===== src/rtl/debounce_sync_multi.sv =====
`default_nettype none
// ============================================================================
// Module      : debounce_sync_multi
// Description : Multi-channel input conditioner. Each channel passes an
//               asynchronous raw input through a SYNC_STAGES-deep flop chain,
//               then through a stability filter. The filter accepts a new
//               level only after it has been seen for L consecutive cycles,
//               where L = (i_db_limit == 0) ? 1 : i_db_limit. Each channel
//               also produces registered single-cycle rise and fall pulses.
//
// Parameters  : N_CH        number of independent channels (>= 1)
//               SYNC_STAGES synchroniser depth per channel (>= 2)
//               CNT_W       stability counter width, also width of i_db_limit
//               RST_VAL     reset value of sync chain and debounced level
//
// Ports       : clk         clock, all logic on the rising edge
//               rst_n       synchronous active-low reset
//               i_data      raw asynchronous inputs, one bit per channel
//               i_db_limit  required stable cycles; must come from the clk
//                           domain (it is not synchronised here)
//               o_level     debounced level per channel
//               o_rise      one-cycle pulse on a debounced 0->1 change
//               o_fall      one-cycle pulse on a debounced 1->0 change
//
// Optional    : macro DEBOUNCE_SYNC_IRQ_EN adds
//               i_irq_clr   write-1-to-clear per channel status
//               o_irq_stat  sticky per-channel status, set on any pulse
//               o_irq       OR of all status bits
//
// Revision    : 1.0 - initial release
// ============================================================================
module debounce_sync_multi #(
    parameter int unsigned N_CH        = 4,
    parameter int unsigned SYNC_STAGES = 2,
    parameter int unsigned CNT_W       = 16,
    parameter logic        RST_VAL     = 1'b0
) (
    input  logic             clk,
    input  logic             rst_n,
    input  logic [N_CH-1:0]  i_data,
    input  logic [CNT_W-1:0] i_db_limit,
`ifdef DEBOUNCE_SYNC_IRQ_EN
    input  logic [N_CH-1:0]  i_irq_clr,
    output logic [N_CH-1:0]  o_irq_stat,
    output logic             o_irq,
`endif
    output logic [N_CH-1:0]  o_level,
    output logic [N_CH-1:0]  o_rise,
    output logic [N_CH-1:0]  o_fall
);

    localparam logic [CNT_W-1:0] c_cnt_one = CNT_W'(1);

    // ------------------------------------------------------------------------
    // Shared threshold. Comparing against L-1 lets the counter hold the
    // number of mismatching cycles already seen, so an update fires on the
    // L-th mismatching cycle. A limit of zero behaves like a limit of one.
    // Because the filter uses >=, lowering the limit while a channel is part
    // way through a count still produces an update on the next edge.
    // ------------------------------------------------------------------------
    logic [CNT_W-1:0] w_limit_m1;

    assign w_limit_m1 = (i_db_limit == '0) ? '0 : (i_db_limit - c_cnt_one);

    // ------------------------------------------------------------------------
    // Per-channel datapath. Each channel keeps its own registers inside the
    // generate scope so no vector is written from more than one process.
    // ------------------------------------------------------------------------
    for (genvar ch = 0; ch < N_CH; ch++) begin : g_ch

        logic [SYNC_STAGES-1:0] r_sync;
        logic [CNT_W-1:0]       r_cnt;
        logic                   r_level;
        logic                   r_rise;
        logic                   r_fall;

        logic                   w_s;
        logic                   w_diff;
        logic                   w_done;

        // Last stage of the synchroniser is the only point the filter reads.
        assign w_s    = r_sync[SYNC_STAGES-1];
        assign w_diff = w_s ^ r_level;
        // The counter can never exceed L-1 here: it is cleared whenever the
        // threshold is reached, so it cannot wrap for any legal limit.
        assign w_done = w_diff && (r_cnt >= w_limit_m1);

        always_ff @(posedge clk) begin
            if (!rst_n) begin
                r_sync  <= {SYNC_STAGES{RST_VAL}};
                r_cnt   <= '0;
                r_level <= RST_VAL;
                r_rise  <= 1'b0;
                r_fall  <= 1'b0;
            end else begin
                // Plain shift chain, nothing between stages.
                r_sync <= {r_sync[SYNC_STAGES-2:0], i_data[ch]};

                // Pulses are registered alongside the level so they appear in
                // exactly the cycle the new level is visible.
                r_rise <= w_done &  w_s;
                r_fall <= w_done & ~w_s;

                if (!w_diff) begin
                    // Input agrees with the accepted level: any partial count
                    // belonged to a glitch, so drop it.
                    r_cnt <= '0;
                end else if (w_done) begin
                    r_level <= w_s;
                    r_cnt   <= '0;
                end else begin
                    r_cnt <= r_cnt + c_cnt_one;
                end
            end
        end

        assign o_level[ch] = r_level;
        assign o_rise[ch]  = r_rise;
        assign o_fall[ch]  = r_fall;

`ifdef DEBOUNCE_SYNC_IRQ_EN
        logic r_irq_stat;

        // Sticky event flag. The set term is OR-ed after the clear so an
        // event arriving in the same cycle as a clear is never lost.
        always_ff @(posedge clk) begin
            if (!rst_n) begin
                r_irq_stat <= 1'b0;
            end else begin
                r_irq_stat <= (r_irq_stat & ~i_irq_clr[ch]) | r_rise | r_fall;
            end
        end

        assign o_irq_stat[ch] = r_irq_stat;
`endif

    end : g_ch

`ifdef DEBOUNCE_SYNC_IRQ_EN
    assign o_irq = |o_irq_stat;
`endif

endmodule : debounce_sync_multi
`default_nettype wire


===== config.mk =====
export PLATFORM = sky130hd
export DESIGN_NAME = debounce_sync_multi
export DESIGN_NICKNAME = d
export VERILOG_FILES = /design/src/rtl/debounce_sync_multi.sv
export SDC_FILE = /design/constraint.sdc
export NUM_CORES = 1
export LEC_CHECK = 0
export ABC_AREA = 1
export BUFFER_PORTS_ARGS = -buffer_cell sky130_fd_sc_hd__buf_2
export CAP_MARGIN = 40
export CORE_MARGIN = 2
export CORE_UTILIZATION = 55
export CTS_BUF_LIST = sky130_fd_sc_hd__clkbuf_16
export DETAILED_ROUTE_END_ITERATION = 8
export PLACE_DENSITY = 0.74
export SLEW_MARGIN = 20
export SYNTH_ARGS = -nofsm -noshare
export SYNTH_HDL_FRONTEND = slang
export SYNTH_SLANG_ARGS = --single-unit
export TNS_END_PERCENT = 10

===== constraint.sdc =====
create_clock -name clk -period 2.5 [get_ports clk]
set_clock_uncertainty 0.2 [all_clocks]
set_input_delay 0.375 -clock clk [delete_from_list [all_inputs] [get_ports clk]]
set_output_delay 0.375 -clock clk [all_outputs]
set_load 0.01 [all_outputs]

==> results_tabular.tex <==
\begin{tabular}{lr}
\hline
Metric & Value \\
\hline
\multicolumn{2}{l}{\textbf{Status}} \\
\quad Result of the run & complete, but fails checks \\
\quad Failing checks & setup timing \\
\multicolumn{2}{l}{\textbf{Run}} \\
\quad Reported max-cap violation count & 0 \\
\multicolumn{2}{l}{\textbf{Logic synthesis}} \\
\quad Yosys warnings & 0 \\
\quad Synthesis-stage register bit count & between 80 and 90 \\
\quad Share of synthesized area occupied by flip-flops and latches & between 20\% and 30\% \\
\quad Syn Nets & between 800 and 900 \\
\quad Avg Cell Area, Syn & approximately 7.2 um2 \\
\quad Synthesized cell area & roughly 5700 um2 \\
\quad Syn Inst Count & 787 \\
\quad Cell variety after synth & 30 \\
\multicolumn{2}{l}{\textbf{Timing}} \\
\quad Setup repair after global routing missed its margin & true \\
\quad Max-slew violations & 0 \\
\quad Transition time of the tightest slew-check pin & 0.869 ns \\
\quad Peak clock frequency supported by timing & $\sim$0.38 GHz \\
\quad Final hold vios & 0 \\
\quad Final critical delay including setup and external delays & 2.63 ns \\
\quad Worst hold margin & between 0.01 and 0.015 ns \\
\quad Accumulated negative setup slack & -3.34 ns \\
\quad Max transition margin & a little over two fifths \\
\quad Final WS setup & -0.125 ns \\
\quad Total of endpoints with negative setup slack in the final report & 73 \\
\quad Portion of the clock cycle consumed by the worst path in the final layout & 105\% \\
\multicolumn{2}{l}{\textbf{Floorplan}} \\
\quad Area of the die & 11200 um2 \\
\quad Floorplan die height & roughly 110 um \\
\quad Top Ports & 34 \\
\quad Number of core rows & 37 \\
\quad Starting Density & 55.9\% \\
\quad Die Width & around 110 um \\
\quad Core region area & 10200 um2 \\
\multicolumn{2}{l}{\textbf{CTS}} \\
\quad Total CTS buffers & 9 \\
\quad Clock transition at path regs & around 0.06 ns \\
\quad CTS HTree Levels & 3 \\
\quad Number of buffers between clock root and the deepest sink & 2 \\
\quad Root Buffer Master & sky130\_fd\_sc\_hd\_\_clkbuf\_16 \\
\quad Number of clock sinks & 84 \\
\quad Clk\_lat worst skew & roughly 0.35 ns \\
\quad Clock tree from TritonCTS & done \\
\multicolumn{2}{l}{\textbf{Final layout}} \\
\quad Final-stage net count & $\sim$1000 \\
\quad Filler Cell Count & roughly 700 \\
\quad Number of antenna diodes & 0 \\
\quad Number of standard cells in the layout, taps in and fillers out & 1025 \\
\quad Commonest non-fill, non-tap cells in the layout & 137 x sky130\_fd\_sc\_hd\_\_nand2\_1, 110 x sky130\_fd\_sc\_hd\_\_inv\_1, 94 x sky130\_fd\_sc\_hd\_\_nor2\_1, 84 x sky130\_fd\_sc\_hd\_\_dfxtp\_1, 57 x sky130\_fd\_sc\_hd\_\_buf\_4 \\
\quad Fraction of layout instances using a drive strength above 1 & between 30\% and 40\% \\
\quad Utilization after layout & between 70\% and 80\% \\
\quad Relative area change from synthesis to final layout & 32.6\% \\
\quad Most common library cell in the layout ignoring fill and taps & sky130\_fd\_sc\_hd\_\_nand2\_1 \\
\quad Final Instance Area & roughly 7500 um2 \\
\multicolumn{2}{l}{\textbf{Global route}} \\
\quad Pin count of the biggest net entering global routing & 17 \\
\quad Sum of overflow across all layers after global routing & 0 \\
\quad Number of antenna violations at the first check in global routing & 0 \\
\quad Overall fraction of global-route tracks in use & 26.7\% \\
\quad Via count of the first global-routing pass & 5212 \\
\quad Global-route wire length before repair & 23800 um \\
\multicolumn{2}{l}{\textbf{Power}} \\
\quad Max IR drop VDD & $\sim$630 uV \\
\quad Power density over the cells & around 400 nW/um2 \\
\quad Leakage component of the power & between 3 and 4 nW \\
\quad Total Power Consumption & 3.06 mW \\
\multicolumn{2}{l}{\textbf{Detailed routing}} \\
\quad Uppermost layer routed & met4 \\
\quad Routed length on met1 & about 6600 um \\
\quad Final WL & roughly 16000 um \\
\quad Starting DRC count in detailed routing & about 300 \\
\quad Average vias per placed instance & around 5.3 \\
\quad Wire length on met2 & 7720 um \\
\quad TritonRoute pass-1 iters & 5 \\
\quad DR WL/cell & 15.2 um \\
\quad Wire length on met3 & roughly 750 um \\
\quad Antenna violation net count after detailed routing & 0 \\
\quad Via total after detailed routing & 5409 \\
\quad Number of remaining DRC errors & 0 \\
\multicolumn{2}{l}{\textbf{Setup path}} \\
\quad Critical-path maximum fanout & 3 \\
\quad Most common cell type on the critical path & sky130\_fd\_sc\_hd\_\_nand2\_1 \\
\quad Worst path top cell family by delay & simple AND/OR/NAND/NOR gates \\
\quad Worst setup path startpoint & i\_db\_limit[3] \\
\quad CP required & roughly 2.6 ns \\
\quad Worst r2r src & g\_ch[2].r\_cnt[6] \\
\quad Worst-path cell with the longest stage delay & sky130\_fd\_sc\_hd\_\_ha\_1 \\
\quad Worst Setup Path Type & in2reg \\
\quad Sort of element at the start of the critical path & input port \\
\quad Worst path arrival time & about 2.7 ns \\
\quad Ordered list of cells on the worst path & buf\_8 > or2\_4 > nor2\_4 > buf\_4 > xor2\_1 > nand2\_2 > buf\_4 > ha\_1 > nand2\_1 > inv\_1 > nand2\_1 > nor2\_1 > nor2\_1 > nand2\_1 > nand2\_1 > nand2\_2 > clkinv\_4 > buf\_6 > nor3\_4 \\
\quad Number of buffer and inverter instances along the worst setup path & 6 \\
\quad Highest cell delay on the worst timing path & around 0.30 ns \\
\quad Nature of the critical path endpoint & flop \\
\multicolumn{2}{l}{\textbf{Worst hold path}} \\
\quad Worst hold path startpoint & i\_data[0] \\
\quad Classification of the worst-slack hold path & in2reg \\
\multicolumn{2}{l}{\textbf{Place}} \\
\quad Post-place setup slack & -0.642 ns \\
\quad Count of placed standard cells including taps & 988 \\
\quad Port-buffer cells & 33 \\
\quad Final weighted congestion in routability-driven placement & $\sim$1.1 \\
\quad Area after detailed placement & around 6300 um2 \\
\quad Detailed placer's ending HPWL & about 11000 um \\
\hline
\end{tabular}
registers in the layout, summed over array words and instances, names as in the netlist:
name and count:
g_ch.r_cnt 64, g_ch.r_rise 4, g_ch.r_level 4, g_ch.r_fall 4, g_ch.r_sync 8
cell usage after synthesis:
cell / number / area (um2)
sky130_fd_sc_hd__a21oi_1: 28 / 140
sky130_fd_sc_hd__nor4_1: 2 / 12.5
sky130_fd_sc_hd__clkbuf_1: 1 / 3.75
sky130_fd_sc_hd__nand4_1: 22 / 138
sky130_fd_sc_hd__nor3_2: 6 / 60.1
sky130_fd_sc_hd__xor2_1: 42 / 368
sky130_fd_sc_hd__buf_4: 12 / 90.1
sky130_fd_sc_hd__nand2_1: 157 / 589
sky130_fd_sc_hd__a31oi_1: 1 / 6.26
sky130_fd_sc_hd__nand2_2: 5 / 31.3
sky130_fd_sc_hd__buf_6: 4 / 45.0
sky130_fd_sc_hd__inv_2: 7 / 26.3
sky130_fd_sc_hd__or2_0: 1 / 6.26
sky130_fd_sc_hd__nor2_2: 6 / 37.5
sky130_fd_sc_hd__nor2_1: 132 / 495
sky130_fd_sc_hd__nand2_4: 4 / 45.0
sky130_fd_sc_hd__xnor2_1: 19 / 166
sky130_fd_sc_hd__dfxtp_1: 84 / 1680
sky130_fd_sc_hd__nor2_4: 2 / 22.5
sky130_fd_sc_hd__nand3_1: 30 / 150
sky130_fd_sc_hd__o21ai_0: 10 / 50.1
sky130_fd_sc_hd__inv_1: 112 / 420
sky130_fd_sc_hd__nand3_2: 5 / 50.1
sky130_fd_sc_hd__nor3_4: 4 / 65.1
sky130_fd_sc_hd__o22a_1: 1 / 8.76
sky130_fd_sc_hd__ha_1: 70 / 876
sky130_fd_sc_hd__o211ai_1: 1 / 7.51
sky130_fd_sc_hd__or2_2: 1 / 6.26
sky130_fd_sc_hd__nor3_1: 17 / 85.1
sky130_fd_sc_hd__nand3b_1: 1 / 7.51
worst reg2reg max path, cell delays in order, from the launching register on:
cell and delay (ns):
sky130_fd_sc_hd__dfxtp_1 0.48, sky130_fd_sc_hd__ha_1 0.29, sky130_fd_sc_hd__nand2_1 0.07, sky130_fd_sc_hd__inv_1 0.06, sky130_fd_sc_hd__nand2_1 0.06, sky130_fd_sc_hd__nand2_1 0.04, sky130_fd_sc_hd__nor2_1 0.10, sky130_fd_sc_hd__nand2_1 0.08
sky130_fd_sc_hd__nand2_1 0.08, sky130_fd_sc_hd__nand2_2 0.08, sky130_fd_sc_hd__buf_4 0.15, sky130_fd_sc_hd__nand2_1 0.07, sky130_fd_sc_hd__nand2_1 0.07, sky130_fd_sc_hd__nor2_1 0.10
power by group:
group          internal, mW  switching (mW)  total, mW  leakage (nW)
clock network         0.770           0.552       1.32         0.146
registers              1.35         0.00485       1.35         0.678
logic                 0.164           0.219      0.383          2.50
cells by family (layout without fill, tap and decap cells):
group / count (synthesis) / after routing / synth area share (%)
AOI/OAI and AO/OA: 41 / 41 / 3.74
adders and majority gates: 70 / 70 / 15.4
xor gates and xnor gates: 61 / 61 / 9.39
buffers and inverters: 136 / 235 / 10.3
DFF: 84 / 84 / 29.5
and+or+nand+nor: 395 / 398 / 31.7
per-layer routing:
layer	vias up	track usage [%]
li1	2680	-
met1	2522	33.2
met2	169	45.3
met3	38	6.18
met4	0	9.30
met5	-	0
path summary, 6_finish.rpt:
check,end,slack (ns),cells after the start
worst max-delay path,g_ch[0].r_rise,-0.13,19
worst min-delay path,g_ch[0].r_sync[0],0.01,3
worst max register to register,g_ch[2].r_level,0.49,13
worst min register to register,g_ch[2].r_sync[1],0.21,2
area by class of cell:
class | count | area [um2] | area share [%]
flip-flops and latches | 84 | 1680 | 22.3
well taps | 136 | 170 | 2.25
clock buffers | 9 | 225 | 2.98
inverters | 119 | 474 | 6.28
multi-input cells | 570 | 4210 | 55.7
clock inverters | 7 | 66.3 | 0.878
repair buffers | 100 | 727 | 9.63
timing repair:
action	4_1_cts	5_1_grt
setup buffers	10	8
endpoints found under the setup margin	76	76
pin swaps	29	34
hold buffers	1	0
gates cloned	1	2
hold endpoints to repair	1	0
resized for setup	86	96
(Power assumes the default switching activity.)
